### src/rtl/spi_slave_sync.sv
// rtl/spi_slave_sync.sv - oversampled SPI slave with TX holding register, all CPOL/CPHA modes
module spi_slave_sync #(
    parameter int DATA_BITS   = 16,
    parameter bit CPOL        = 1'b0,
    parameter bit CPHA        = 1'b0,
    parameter bit MSB_FIRST   = 1'b1,
    parameter int SYNC_STAGES = 2,
    parameter bit FILL_BIT    = 1'b1
) (
    input  logic                 i_clk,
    input  logic                 i_rst,
    input  logic [DATA_BITS-1:0] i_TX_data,
    input  logic                 i_TX_valid,
    output logic                 o_TX_ready,
    output logic [DATA_BITS-1:0] o_RX_data,
    output logic                 o_RX_valid,
    output logic                 o_busy,
    output logic                 o_TX_underrun,
    output logic                 o_frame_err,
    output logic                 o_miso,
    output logic                 o_miso_oe,
    input  logic                 i_ssel_n,
    input  logic                 i_mosi,
    input  logic                 i_sck
);
    localparam int CNT_W   = (DATA_BITS > 2) ? $clog2(DATA_BITS) : 1;
    localparam int FLUSH_W = $clog2(SYNC_STAGES + 2);

    typedef enum logic [1:0] {WAIT_HIGH, IDLE, ACTIVE} state_t;

    state_t                 r_state;
    logic [SYNC_STAGES-1:0] r_sck_sync;
    logic [SYNC_STAGES-1:0] r_ssel_sync;
    logic [SYNC_STAGES-1:0] r_mosi_sync;
    logic                   r_sck_prev;
    logic                   r_ssel_prev;
    logic [FLUSH_W-1:0]     r_flush_cnt;
    logic [CNT_W-1:0]       r_bit_cnt;
    logic [DATA_BITS-1:0]   r_rx_shift;
    logic [DATA_BITS-1:0]   r_rx_data;
    logic                   r_rx_valid;
    logic                   r_busy;
    logic                   r_miso_oe;
    logic                   r_frame_err;
    logic [DATA_BITS-1:0]   r_tx_shift;
    logic [DATA_BITS-1:0]   r_hold;
    logic                   r_tx_ready;
    logic                   r_underrun;

    logic                   w_sck;
    logic                   w_ssel;
    logic                   w_mosi;
    logic                   w_lead;
    logic                   w_trail;
    logic                   w_sample_edge;
    logic                   w_shift_edge;
    logic                   w_ssel_fall;
    logic                   w_ssel_rise;
    logic                   w_active_ok;
    logic                   w_load;
    logic                   w_tx_write;
    logic                   w_flushed;
    logic [DATA_BITS-1:0]   w_rx_next;
    logic [DATA_BITS-1:0]   w_tx_shifted;

    assign w_sck         = r_sck_sync[SYNC_STAGES-1];
    assign w_ssel        = r_ssel_sync[SYNC_STAGES-1];
    assign w_mosi        = r_mosi_sync[SYNC_STAGES-1];
    assign w_lead        = (r_sck_prev == CPOL) && (w_sck != CPOL);
    assign w_trail       = (r_sck_prev != CPOL) && (w_sck == CPOL);
    assign w_sample_edge = CPHA ? w_trail : w_lead;
    assign w_shift_edge  = CPHA ? w_lead : w_trail;
    assign w_ssel_fall   = r_ssel_prev && !w_ssel;
    assign w_ssel_rise   = !r_ssel_prev && w_ssel;
    // An SSEL rise wins over any SCK edge seen in the same cycle.
    assign w_active_ok   = (r_state == ACTIVE) && !w_ssel_rise;
    assign w_load        = ((r_state == IDLE) && w_ssel_fall && !CPHA) ||
                           (w_active_ok && w_shift_edge && (r_bit_cnt == '0));
    assign w_tx_write    = i_TX_valid && r_tx_ready;
    // The reset values of the synchroniser must drain out before SSEL is trusted,
    // otherwise a frame already running at reset release would look like a new one.
    assign w_flushed     = (r_flush_cnt == FLUSH_W'(SYNC_STAGES + 1));
    assign w_rx_next     = MSB_FIRST ? {r_rx_shift[DATA_BITS-2:0], w_mosi}
                                     : {w_mosi, r_rx_shift[DATA_BITS-1:1]};
    assign w_tx_shifted  = MSB_FIRST ? {r_tx_shift[DATA_BITS-2:0], FILL_BIT}
                                     : {FILL_BIT, r_tx_shift[DATA_BITS-1:1]};

    assign o_TX_ready    = r_tx_ready;
    assign o_RX_data     = r_rx_data;
    assign o_RX_valid    = r_rx_valid;
    assign o_busy        = r_busy;
    assign o_TX_underrun = r_underrun;
    assign o_frame_err   = r_frame_err;
    assign o_miso_oe     = r_miso_oe;
    assign o_miso        = MSB_FIRST ? r_tx_shift[DATA_BITS-1] : r_tx_shift[0];

    // Bring the asynchronous pins into i_clk and keep one delayed copy for edge detection.
    always_ff @(posedge i_clk) begin
        if (i_rst) begin
            r_sck_sync  <= {SYNC_STAGES{CPOL}};
            r_ssel_sync <= '1;
            r_mosi_sync <= '0;
            r_sck_prev  <= CPOL;
            r_ssel_prev <= 1'b1;
        end else begin
            r_sck_sync  <= {r_sck_sync[SYNC_STAGES-2:0], i_sck};
            r_ssel_sync <= {r_ssel_sync[SYNC_STAGES-2:0], i_ssel_n};
            r_mosi_sync <= {r_mosi_sync[SYNC_STAGES-2:0], i_mosi};
            r_sck_prev  <= w_sck;
            r_ssel_prev <= w_ssel;
        end
    end

    // Frame FSM: framing, receive shifting, bit counting and status pulses.
    always_ff @(posedge i_clk) begin
        if (i_rst) begin
            r_state     <= WAIT_HIGH;
            r_flush_cnt <= '0;
            r_bit_cnt   <= '0;
            r_rx_shift  <= '0;
            r_rx_data   <= '0;
            r_rx_valid  <= 1'b0;
            r_busy      <= 1'b0;
            r_miso_oe   <= 1'b0;
            r_frame_err <= 1'b0;
        end else begin
            r_rx_valid  <= 1'b0;
            r_frame_err <= 1'b0;
            case (r_state)
                WAIT_HIGH: begin
                    if (!w_flushed) begin
                        r_flush_cnt <= r_flush_cnt + FLUSH_W'(1);
                    end else if (w_ssel) begin
                        r_state <= IDLE;
                    end
                end
                IDLE: begin
                    if (w_ssel_fall) begin
                        r_state   <= ACTIVE;
                        r_bit_cnt <= '0;
                        r_busy    <= 1'b1;
                        r_miso_oe <= 1'b1;
                    end
                end
                ACTIVE: begin
                    if (w_ssel_rise) begin
                        r_state   <= IDLE;
                        r_busy    <= 1'b0;
                        r_miso_oe <= 1'b0;
                        r_bit_cnt <= '0;
                        if (r_bit_cnt != '0) begin
                            r_frame_err <= 1'b1;
                        end
                    end else if (w_sample_edge) begin
                        r_rx_shift <= w_rx_next;
                        if (r_bit_cnt == CNT_W'(DATA_BITS - 1)) begin
                            r_bit_cnt  <= '0;
                            r_rx_data  <= w_rx_next;
                            r_rx_valid <= 1'b1;
                        end else begin
                            r_bit_cnt <= r_bit_cnt + CNT_W'(1);
                        end
                    end
                end
                default: r_state <= WAIT_HIGH;
            endcase
        end
    end

    // Transmit path: holding register handshake, word loads and MISO shifting.
    always_ff @(posedge i_clk) begin
        if (i_rst) begin
            r_tx_shift <= {DATA_BITS{FILL_BIT}};
            r_hold     <= '0;
            r_tx_ready <= 1'b1;
            r_underrun <= 1'b0;
        end else begin
            r_underrun <= 1'b0;
            if (w_load) begin
                if (!r_tx_ready) begin
                    r_tx_shift <= r_hold;
                end else begin
                    r_tx_shift <= {DATA_BITS{FILL_BIT}};
                    r_underrun <= 1'b1;
                end
            end else if (w_active_ok && w_shift_edge) begin
                r_tx_shift <= w_tx_shifted;
            end
            if (w_tx_write) begin
                r_hold     <= i_TX_data;
                r_tx_ready <= 1'b0;
            end else if (w_load && !r_tx_ready) begin
                r_tx_ready <= 1'b1;
            end
        end
    end
endmodule

### config.mk
export PLATFORM = sky130hd
export DESIGN_NAME = spi_slave_sync
export DESIGN_NICKNAME = d
export VERILOG_FILES = /design/src/rtl/spi_slave_sync.sv
export SDC_FILE = /design/constraint.sdc
export NUM_CORES = 1
export LEC_CHECK = 0
export CAP_MARGIN = 40
export CORE_MARGIN = 4
export CORE_UTILIZATION = 55
export DETAILED_ROUTE_END_ITERATION = 6
export DONT_BUFFER_PORTS = 1
export MAX_ROUTING_LAYER = met4
export PLACE_DENSITY = 0.78
export SKIP_CTS_REPAIR_TIMING = 1
export SLEW_MARGIN = 15
export SYNTH_ARGS = -nofsm -noshare
export SYNTH_HDL_FRONTEND = slang
export SYNTH_SLANG_ARGS = --single-unit
### constraint.sdc
create_clock -name i_clk -period 2.5 [get_ports i_clk]
set_clock_uncertainty 0.2 [all_clocks]
set_input_delay 0 -clock i_clk [delete_from_list [all_inputs] [get_ports i_clk]]
set_output_delay 0 -clock i_clk [all_outputs]
set_load 0.01 [all_outputs]
# == Yosys cells after proc, flatten, opt, wreduce, memory -nomap -nowiden ==
# Index checks and enable logic that the tools add are counted.
# op_classes
multipliers,0
magnitude_cmp,0
reduce_logical,30
mux,21
div_mod_pow,0
n_addsub,2
n_shift,0
n_bitwise,7
n_eq_ne,9
# ops
operator,count
16-bit two-way mux,3
4-bit two-way mux,4
1-bit logical AND,10
3-bit AND reduction,3
2-bit two-way mux,4
"2-bit != test, second input constant",4
4-bit case mux with 2 select lines,1
4-bit AND reduction,2
1-bit two-way mux,7
1-bit NOT,7
2-bit case mux with 3 select lines,1
2-bit nonzero test,3
"4-bit by 1-bit adder with 4-bit output, second input constant",1
"2-bit equality test, second input constant",2
"4-bit equality test, second input constant",1
1-bit zero test,4
4-bit zero test,1
4-bit nonzero test,1
4-bit OR reduction,1
"3-bit != test, second input constant",1
3-bit OR reduction,1
"2-bit by 1-bit adder with 2-bit output, second input constant",1
"2-bit by 1-bit equality test with 1-bit output, second input constant",1
2-bit zero test,1
other kinds (4),4
# word_totals
romBits,0
word_cells,86
latch_bits,0
memories,0
register_bits,84
ram_bits,0
input_bits,22

# == Logic depth before layout (Yosys ltp) ==
# Gate-level depths: netlist of run 1.
# depth
ltp_word,10
ltp_mapped,8
depth_no_buf,6

# == Worst setup path before layout of run 1 ==
# Ideal clock, no wire load.
# synth_timing
path_kind,reg-to-reg
start,register r_bit_cnt[0]
end,register r_rx_data[10] (netlist: o_RX_data[10])
slack_ns,0.601
n_path_buf,1
path_stages_with_launch,7
arrival_ns,1.572
cell_sequence,dfxtp_1 -> ha_1 -> nand3_1 -> nor4_4 -> buf_6 -> mux2i_1 -> nor2_1
# synth_via
elab_chain_cells,2
# synth_rtl
element,line,text
from (decl),38,logic [CNT_W-1:0] r_bit_cnt;
from (signal assigned),161,r_bit_cnt <= r_bit_cnt + CNT_W'(1);
4-bit equality test,156,if (r_bit_cnt == CNT_W'(DATA_BITS - 1)) begin
4-bit AND reduction (no line),--,
to (signal assigned),158,r_rx_data <= w_rx_next;
to (decl),40,logic [DATA_BITS-1:0] r_rx_data;
# No other way between the ends.
# A chain may end at the register's enable or synchronous reset.

# == Worst setup path after layout of run 1 ==
# layout_timing
start,register r_state[1]
end,register r_rx_shift[4]
# layout_via
elab_chain_cells,2
# layout_rtl
element,line,text
from (decl),31,state_t r_state;
from (signal assigned),117,r_state <= WAIT_HIGH;
from (signal assigned),134,r_state <= IDLE;
from (signal assigned),139,r_state <= ACTIVE;
2-bit equality test,129,case (r_state)
3-bit AND reduction (no line),--,
to (signal assigned),155,r_rx_shift <= w_rx_next;
to (decl),39,logic [DATA_BITS-1:0] r_rx_shift;
# No other way between the ends.

==> flow_metrics.tcl, run 1 <==
set metrics [dict create \
    status "finished clean" \
    antenna_found_initial 0 \
    async_flop_share_pct 0 \
    ys_seq_area_share_pct 52.30 \
    cts_num_sinks 84 \
    synth_nets 396 \
    crit_path_end_kind "register" \
    row_count 27 \
    peakVddDrop_mv 0.3996 \
    synth-seq-cells 84 \
    slew_headroom_pct 62.70 \
    p_clk_share_pct 37.3 \
    cp_max_fo 17 \
    die_h_um 84.46 \
    detailed_place_hpwl_mm 3.877 \
    synth_top_family_by_area "simple AND/OR/NAND/NOR gates" \
    syn_area_per_cell_um2 8.667 \
    yosysWarnings 0 \
    grt_max_degree 86 \
    fin_crit_sh_pct 82.26 \
    syn_area_um2 3216 \
    slew_violations 0 \
    synth.distinct_cells 35 \
    initial_core_util_pct 57.69 \
    synth_compound_area_share_pct 13.62 \
    final_nets 416 \
    io_buffers 0 \
    drt_wl_total_mm 6.289 \
    clk_latency_ns 0.35 \
    drc 0 \
    io_pins 45 \
    place_ws_ns 0.5695 \
    synthFlopType "dfxtp_1" \
    cap_violations 0 \
    overflow 0 \
    cts_buffer_depth 2 \
    netSwitchingFraction_pct 24.27 \
    synthToLayoutAreaGrowth_pct 16.23 \
    setup_viol 0 \
    place.gp.congestion 0.7726 \
    power_frac_seq_pct 55.1 \
    synth_adder_area_share_pct 1.167 \
    dieArea_um2 7133 \
    internal_power_mw 1.944 \
    setup_tns_ns 0 \
    synth_xor_area_share_pct 0.2724 \
    root_buffer "clkbuf_8" \
    fin_cells 468 \
    diodes 0 \
    synth_edf_count 0 \
    holdWs_ns 0.03830 \
    die_w_um 84.46 \
    required_ns 2.60 \
    timing.fmax_ghz 0.4862 \
    comb_power_share_pct 7.6 \
    drt_iter0_drc 154 \
    grt_pass1_vias 2311 \
    cts_tree "yes" \
    rsz0062_at_grt "no" \
    ant_nets 0 \
    synthMuxAreaShare_pct 5.292 \
    placedCellCount 425 \
    worstSetupStartpointType "register" \
    synth_cells 371 \
    path_clk_slew_ns 0.09 \
    avgViaCountPerCell 5.368 \
    p_per_area_nw_per_um2 686.9 \
    finalCriticalPeriod_ns 2.057 \
    layout_commonest_cell "dfxtp_1" \
    p_switching_mw 0.6231 \
    vias 2512 \
    grt_usage_pct 18.06 \
    fin_ws_ns 0.4434 \
    drive_gt1_share_pct 8.333 \
    critPathKind "reg2reg" \
    stdcell_area_um2 3737 \
    dpl-instance-area_um2 3249 \
    htree_levels 3 \
    cts_buffers 9 \
    hold_viol 0 \
    synthSimpleGateAreaFrac_pct 23.54 \
    max_slew.worst_pin.slew_ns 0.5582 \
    cp.arrival_ns 2.16 \
    grt_pass1_wl_mm 10.26 \
    drtPass1Iterations 4 \
    hold_class "in2reg" \
    routedWlPerCell_um 13.44 \
    p_leak_nw 1.263 \
    core_area_um2 5574 \
    final_cell_mix "84 x dfxtp_1, 68 x nand2_1, 52 x a21oi_1" \
]
-- cells in the mapped netlist (5+ instances only) --
cell type  number  area (um2)
dfxtp_1        84        1682
nor3_1         19       95.09
nor2_1         40       150.1
or2_2           5       31.28
nor2b_1         7       43.79
o31ai_1        16       120.1
clkbuf_1       17       63.81
a21oi_1        52       260.3
mux2i_1        17       170.2
nand2_1        68       255.2
nand3_1         7       35.03
-- metrics by stage --
stage | utilization (%) | power (mW)
floorplan | - | 1.571
global placement | 58.16 | 1.575
detailed placement | 58.29 | 1.583
CTS | 61.89 | 2.538
global route | 67.05 | 2.678
finish | 67.05 | 2.567
-- layer usage --
metal	GRT usage (%)	up-vias	part of all wire (%)
met4	6.043	0	1.6
met2	28.91	50	48
met3	5.790	9	4.7
met5	-	-	0
met1	21.57	1148	46
li1	-	1305	-
-- cell families after synthesis --
group	Yosys count
flops	84
compound gates	76
simple gates	163
fa+ha+maj	3
buf+inv	27
xor+xnor	1
mux	17
-- flip-flops by register name, summed over array words and instances, names as in the netlist --
name	flops
r_sck_sync	2
r_mosi_sync	2
o_TX_underrun	1
r_rx_shift	15
o_frame_err	1
r_sck_prev	1
o_RX_data	16
r_tx_shift	16
r_flush_cnt	2
r_ssel_sync	2
o_miso_oe	1
r_hold	16
o_TX_ready	1
r_ssel_prev	1
r_state	2
r_bit_cnt	4
o_RX_valid	1
-- power groups by stage --
stage / logic, mW / registers [mW] / clock network [mW]
finish: 0.195 / 1.41 / 0.958
global route: 0.222 / 1.42 / 1.04
CTS: 0.140 / 1.41 / 0.984
detailed placement: 0.139 / 1.44 / 0
global placement: 0.131 / 1.44 / 0
floorplan: 0.135 / 1.44 / 0
-- worst max-delay path, stage by stage (launching register included) --
cell,delay (ns)
dfxtp_1,0.45
nand2b_1,0.19
nor3_2,0.18
buf_4,0.24
nand2_1,0.08
a21oi_1,0.11
dlygate4sd3_1,0.55
-- final timing paths --
path         cells past startpoint           start  slack, ns        endpoint
max                              6      r_state[1]       0.44   r_rx_shift[4]
min                              3      i_TX_valid       0.04      r_hold[13]
max reg2reg                      6      r_state[1]       0.44   r_rx_shift[4]
min reg2reg                      1  r_ssel_sync[0]       0.22  r_ssel_sync[1]
-- area by class of cell --
type | count | area [um2]
fillers | 458 | 1837
flip-flops and latches | 84 | 1682
multi-input cells | 260 | 1418
repair buffers | 34 | 340.3
clock buffers | 9 | 123.9
well taps | 72 | 90.09
clock inverters | 7 | 76.32
inverters | 2 | 7.507
Note: power is estimated with default switching activity, not from simulation.
==> run 2: changes to the inputs <==
--- a/config.mk
+++ b/config.mk
@@ -5,6 +5,7 @@
 export SDC_FILE = /design/constraint.sdc
 export NUM_CORES = 1
 export LEC_CHECK = 0
+export ABC_AREA = 1
 export CAP_MARGIN = 40
 export CORE_MARGIN = 4
 export CORE_UTILIZATION = 55
==> constraint.sdc (replaced) <==
create_clock -name i_clk -period 2 [get_ports i_clk]
set_clock_uncertainty 0.2 [all_clocks]
set_input_delay 0 -clock i_clk [delete_from_list [all_inputs] [get_ports i_clk]]
set_output_delay 0 -clock i_clk [all_outputs]
set_load 0.01 [all_outputs]
==> run 2 against run 1 <==
Against the previous run: the run now ends with hold timing left; sequential power grew 29%; first-iteration DRC count rose by 68%; sequential share of layout area is 2.7 points lower; utilization decreased by 1.5 points; critical endpoint is now o_miso_oe.
==> flow_metrics.tcl, run 2 <==
set metrics [dict create \
    grt_usage_pct 20.27 \
    slew_violations 0 \
    drt_wl_total_mm 7.745 \
    htree_levels 3 \
    cap_violations 0 \
    power_frac_seq_pct 51.8 \
    vias 3066 \
    reg2regPathDepth 6 \
    cpMaxStageDelayCell "dlygate4sd3_1" \
    final_nets 528 \
    yosysWarnings 0 \
    drt_iter0_drc 259 \
    antenna_found_initial 0 \
    setup_viol 0 \
    path_clk_slew_ns 0.07 \
    synthFlopType "dfxtp_1" \
    p_clk_share_pct 31.8 \
    detailed_place_hpwl_mm 4.755 \
    violations "hold timing" \
    n_fill_cell 500 \
    cts_buffer_depth 2 \
    die_h_um 87.96 \
    required_ns 2.04 \
    holdWs_ns -0.01339 \
    peakVddDrop_mv 0.5527 \
    p_switching_mw 0.9454 \
    hold_class "in2reg" \
    layout_commonest_cell "nand2_1" \
    finish.utilization_pct 65.59 \
    clk_latency_ns 0.35 \
    async_flop_share_pct 0 \
    io_buffers 0 \
    drc 0 \
    cts_num_sinks 84 \
    grt_pass1_vias 2554 \
    synth_nets 506 \
    avgViaCountPerCell 5.277 \
    synth_top_cell_area_share_pct 47.83 \
    slew_headroom_pct 65.93 \
    routedWlPerCell_um 13.33 \
    cts_tree "yes" \
    root_buffer "clkbuf_8" \
    synth_edf_count 0 \
    core_area_um2 6061 \
    synth_area_leaders "dfxtp_1 48%, nand2_1 11%, nor2_1 7.6%, nand3_1 7.3%, o21ai_0 5.8%" \
    dieArea_um2 7736 \
    r2r_setup_slack_ns 0.14 \
    drive_gt1_share_pct 8.498 \
    ys_seq_area_share_pct 47.83 \
    hold_end "r_tx_shift[0]" \
    overflow 0 \
    netSwitchingFraction_pct 26.91 \
    holdPathStages 3 \
    worstHoldStart "i_rst" \
    synth.distinct_cells 26 \
    p_leak_nw 1.750 \
    timing.rr.start "r_state[1]" \
    setup_tns_ns 0 \
    path_cells "inv_1, nor2_1, nand2_1, nand2_1, a21oi_1, dlygate4sd3_1" \
    worstSetupStartpoint "r_state[1]" \
    cts_buffers 9 \
    finalCriticalPeriod_ns 1.864 \
    max_slew.worst_pin.slew_ns 0.5105 \
    die_w_um 87.96 \
    hold_viol 1 \
    p_per_area_nw_per_um2 883.7 \
    final_cell_mix "101 x nand2_1, 84 x dfxtp_1, 71 x nor2_1" \
    cp.arrival_ns 1.90 \
    fin_crit_sh_pct 93.18 \
    worstSetupStartpointType "register" \
    syn_area_per_cell_um2 7.310 \
    syn_area_um2 3516 \
    synth-seq-cells 84 \
    status "complete, but fails checks" \
    yosysMostFrequentCell "nand2_1" \
    critPathKind "reg2reg" \
    rsz0062_at_grt "no" \
    crit_path_end_kind "register" \
    cp_max_fo 5 \
    path_common_cell "nand2_1" \
    grt_pass1_wl_mm 11.94 \
    ys_top_cells_by_count "101 x nand2_1, 84 x dfxtp_1, 71 x nor2_1" \
    initial_core_util_pct 58.01 \
    comb_power_share_pct 16.4 \
    critPathMaxStageDelay_ns 0.55 \
    timing.fmax_ghz 0.5366 \
    row_count 28 \
    yosysTopAreaCell "dfxtp_1" \
    place.gp.congestion 0.8022 \
    drtPass1Iterations 5 \
    internal_power_mw 2.568 \
    diodes 0 \
    io_pins 45 \
    ant_nets 0 \
    grt_max_degree 52 \
    synth_cells 481 \
    reg2reg_to "o_miso_oe" \
    synthToLayoutAreaGrowth_pct 13.06 \
]
run 2: cell count changes in the layout (fill, tap and decap cells not counted), sizes merged, moves of 3 or more:
cell,previous run,this run
o31ai,16,0
o21ai,2,56
inv,3,42
dlygate4sd3,26,31
nor3,20,1
nor2b,8,0
nand2,68,108
mux2i,17,0
nand3,7,54
nor3b,3,0
nor2,40,76
a21oi,52,20
run 2: power by group through the flow:
stage               Combinational [mW]  Clock, mW  Sequential (mW)
finish                           0.576       1.12             1.82
global route                     0.675       1.22             1.83
CTS                              0.491       1.14             1.82
detailed placement               0.488          0             1.86
global placement                 0.475          0             1.85
floorplan                        0.425          0             1.84
run 2: how the worst max path moves through the flow:
stage                                 to  slack, ns  depth (start not counted)
after global placement      o_RX_data[0]       0.36                          8
final                          o_miso_oe       0.14                          6
after global routing          r_state[0]       0.05                          6
after CTS                  o_RX_data[13]       0.28                          7
after floorplan           r_tx_shift[10]       0.49                          9
after detailed placement   o_RX_data[13]       0.29                          7
run 2: cells by family (layout without fill, tap and decap cells):
logic type | after synthesis | in the layout | synth area share [%]
buf+inv | 71 | 96 | 9.431
compound gates | 76 | 76 | 10.82
flops | 84 | 84 | 47.83
fa+ha+maj | 3 | 3 | 1.068
simple gates | 246 | 246 | 30.60
xor+xnor | 1 | 1 | 0.2492
run 2: worst max-delay path, delay by kind of cell (launching register included):
kind | cells | cell delay, ns
and+or+nand+nor | 3 | 0.48
DFF | 1 | 0.41
AOI/OAI and AO/OA | 1 | 0.05
buffers and inverters | 2 | 0.61
run 2: area by class of cell:
type,count,area [um2],share of cell area [%]
sequential,84,1682,42.30
clock buffer,11,131.4,3.305
timing repair buffer,37,355.3,8.939
clock inverter,3,40.04,1.007
inverter,45,170.2,4.281
tap,75,93.84,2.361
multi-input combinational,326,1503,37.80
run 2: routing by layer:
| layer | GRT usage, % | routed length [um] |
|---|---|---|
| met1 | 27.16 | 3639 |
| met2 | 28.56 | 3490 |
| met3 | 4.892 | 453 |
| met4 | 9.763 | 161 |
| met5 | - | 0 |
run 2: through the flow:
| stage | power (mW) | hold slack, ns | instance area [um2] | instances | setup slack [ns] |
|---|---|---|---|---|---|
| 2_1_floorplan | 2.269 | -0.1159 | 3516 | 481 | 0.4857 |
| 3_3_place_gp | 2.328 | -0.1284 | 3493 | 536 | 0.3553 |
| 3_5_place_dp | 2.345 | -0.1264 | 3493 | 536 | 0.2891 |
| 4_1_cts | 3.450 | -0.5047 | 3665 | 550 | 0.2780 |
| 5_1_grt | 3.726 | 0.007983 | 3975 | 581 | 0.05140 |
| 6_report | 3.513 | -0.01339 | 3975 | 581 | 0.1365 |
==> run 3: changes to the inputs <==
==> constraint.sdc (replaced) <==
create_clock -name i_clk -period 1.8 [get_ports i_clk]
set_clock_uncertainty 0.2 [all_clocks]
set_input_delay 0 -clock i_clk [delete_from_list [all_inputs] [get_ports i_clk]]
set_output_delay 0 -clock i_clk [all_outputs]
set_load 0.01 [all_outputs]
==> run 3 against run 2 <==
Against the previous run: the flow now finishes without violations; sequential power rose by 11%; utilization rose by 0.85 points; routed wire length increased by 1.7%; hold slack improved by 0.046 ns; highest routed layer unchanged.
==> flow_metrics.tcl, run 3 (same netlist as run 2, synthesis figures left out) <==
set metrics [dict create \
    fin_crit_sh_pct 96.83 \
    htree_levels 3 \
    holdWs_ns 0.03224 \
    core_area_um2 6061 \
    dieArea_um2 7736 \
    vias 3079 \
    required_ns 1.84 \
    status "finished clean" \
    detailed_place_hpwl_mm 4.944 \
    p_total_mw 4.003 \
    drt_iter0_drc 181 \
    grt_max_degree 43 \
    r2r_setup_slack_ns 0.06 \
    avgViaCountPerCell 5.281 \
    overflow 0 \
    setup_viol 0 \
    reg2reg_to "o_RX_data[7]" \
    worstSetupStartpoint "r_bit_cnt[1]" \
    root_buffer "clkbuf_8" \
    clk_latency_ns 0.35 \
    place_ws_ns 0.1237 \
    hold_class "in2reg" \
    io_pins 45 \
    cts_buffer_depth 2 \
    drc 0 \
    slew_violations 0 \
    io_buffers 0 \
    max_slew.worst_pin.slew_ns 0.6596 \
    drtPass1Iterations 5 \
    die_w_um 87.96 \
    crit_path_end_kind "register" \
    n_fill_cell 486 \
    drive_gt1_share_pct 9.646 \
    cts_num_sinks 84 \
    grt_pass1_vias 2803 \
    cp.arrival_ns 1.78 \
    row_count 28 \
    finalCriticalPeriod_ns 1.743 \
    fin_ws_ns 0.05709 \
    place.gp.congestion 0.8925 \
    p_leak_nw 1.764 \
    timing.rr.start "r_bit_cnt[1]" \
    timing.fmax_ghz 0.5738 \
    reg2regPathDepth 7 \
    critPathKind "reg2reg" \
    cap_violations 0 \
    hold_viol 0 \
    cp_max_fo 11 \
    cts_buffers 9 \
    initial_core_util_pct 58.01 \
    holdPathStages 3 \
    ant_nets 0 \
    drt_wl_total_mm 7.877 \
    worstSetupStartpointType "register" \
    synthToLayoutAreaGrowth_pct 14.52 \
    grt_pass1_wl_mm 12.36 \
    diodes 0 \
    routedWlPerCell_um 13.51 \
    p_per_area_nw_per_um2 994.1 \
    antenna_found_initial 0 \
    final_nets 529 \
    slew_headroom_pct 55.88 \
    final_cell_mix "101 x nand2_1, 83 x dfxtp_1, 71 x nor2_1" \
    grt_usage_pct 20.82 \
    peakVddDrop_mv 0.6387 \
    layout_commonest_cell "nand2_1" \
    placedCellCount 540 \
    worstHoldStart "i_TX_valid" \
    die_h_um 87.96 \
    path_clk_slew_ns 0.08 \
    hold_end "r_hold[10]" \
    cts_tree "yes" \
    fin_cells 583 \
]
==> run 3: worst max path at each step <==
stage / end
6_report: o_RX_data[7]
5_1_grt: o_RX_data[7]
4_1_cts: o_RX_data[12]
3_5_place_dp: o_RX_data[7]
3_3_place_gp: o_RX_data[0]
2_1_floorplan: r_tx_shift[10]
==> run 3: layout make-up <==
type                       count  area (um2)  area share [%]
clock buffer                  14       172.7           4.288
clock inverter                 1       30.03          0.7458
inverter                      45       171.4           4.257
multi-input combinational    326        1520           37.76
sequential                    84        1683           41.80
tap                           75       93.84           2.331
timing repair buffer          38       355.3           8.825
==> run 3: through the flow <==
stage	area (um2)	util [%]	setup TNS (ns)
after floorplan	3516	-	0
after global placement	3523	58.13	0
after detailed placement	3523	58.13	0
after CTS	3726	61.48	0
after global routing	4026	66.43	-0.2394
final	4026	66.43	0
==> run 3: report_power, final <==
| part | internal, mW | switching [mW] |
|---|---|---|
| Sequential | 1.96 | 0.0652 |
| Clock | 0.750 | 0.621 |
| Combinational | 0.245 | 0.363 |
==> run 3: worst max-delay path: stages (launching register included) <==
cell and delay (ns):
dfxtp_1 0.40, ha_1 0.21, nand2_1 0.12, nor2_4 0.15
nand3_4 0.13, buf_4 0.21, o21ai_1 0.16, nor2_1 0.06
==> run 3: metal layers <==
| layer | vias up | wire (um) | track usage [%] | share of wire, % |
|---|---|---|---|---|
| met5 | - | 0 | - | 0 |
| met4 | 0 | 151 | 8.508 | 1.9 |
| met3 | 18 | 474 | 6.303 | 6.0 |
| met2 | 91 | 3749 | 32.67 | 48 |
| met1 | 1399 | 3501 | 24.88 | 44 |
| li1 | 1571 | - | - | - |
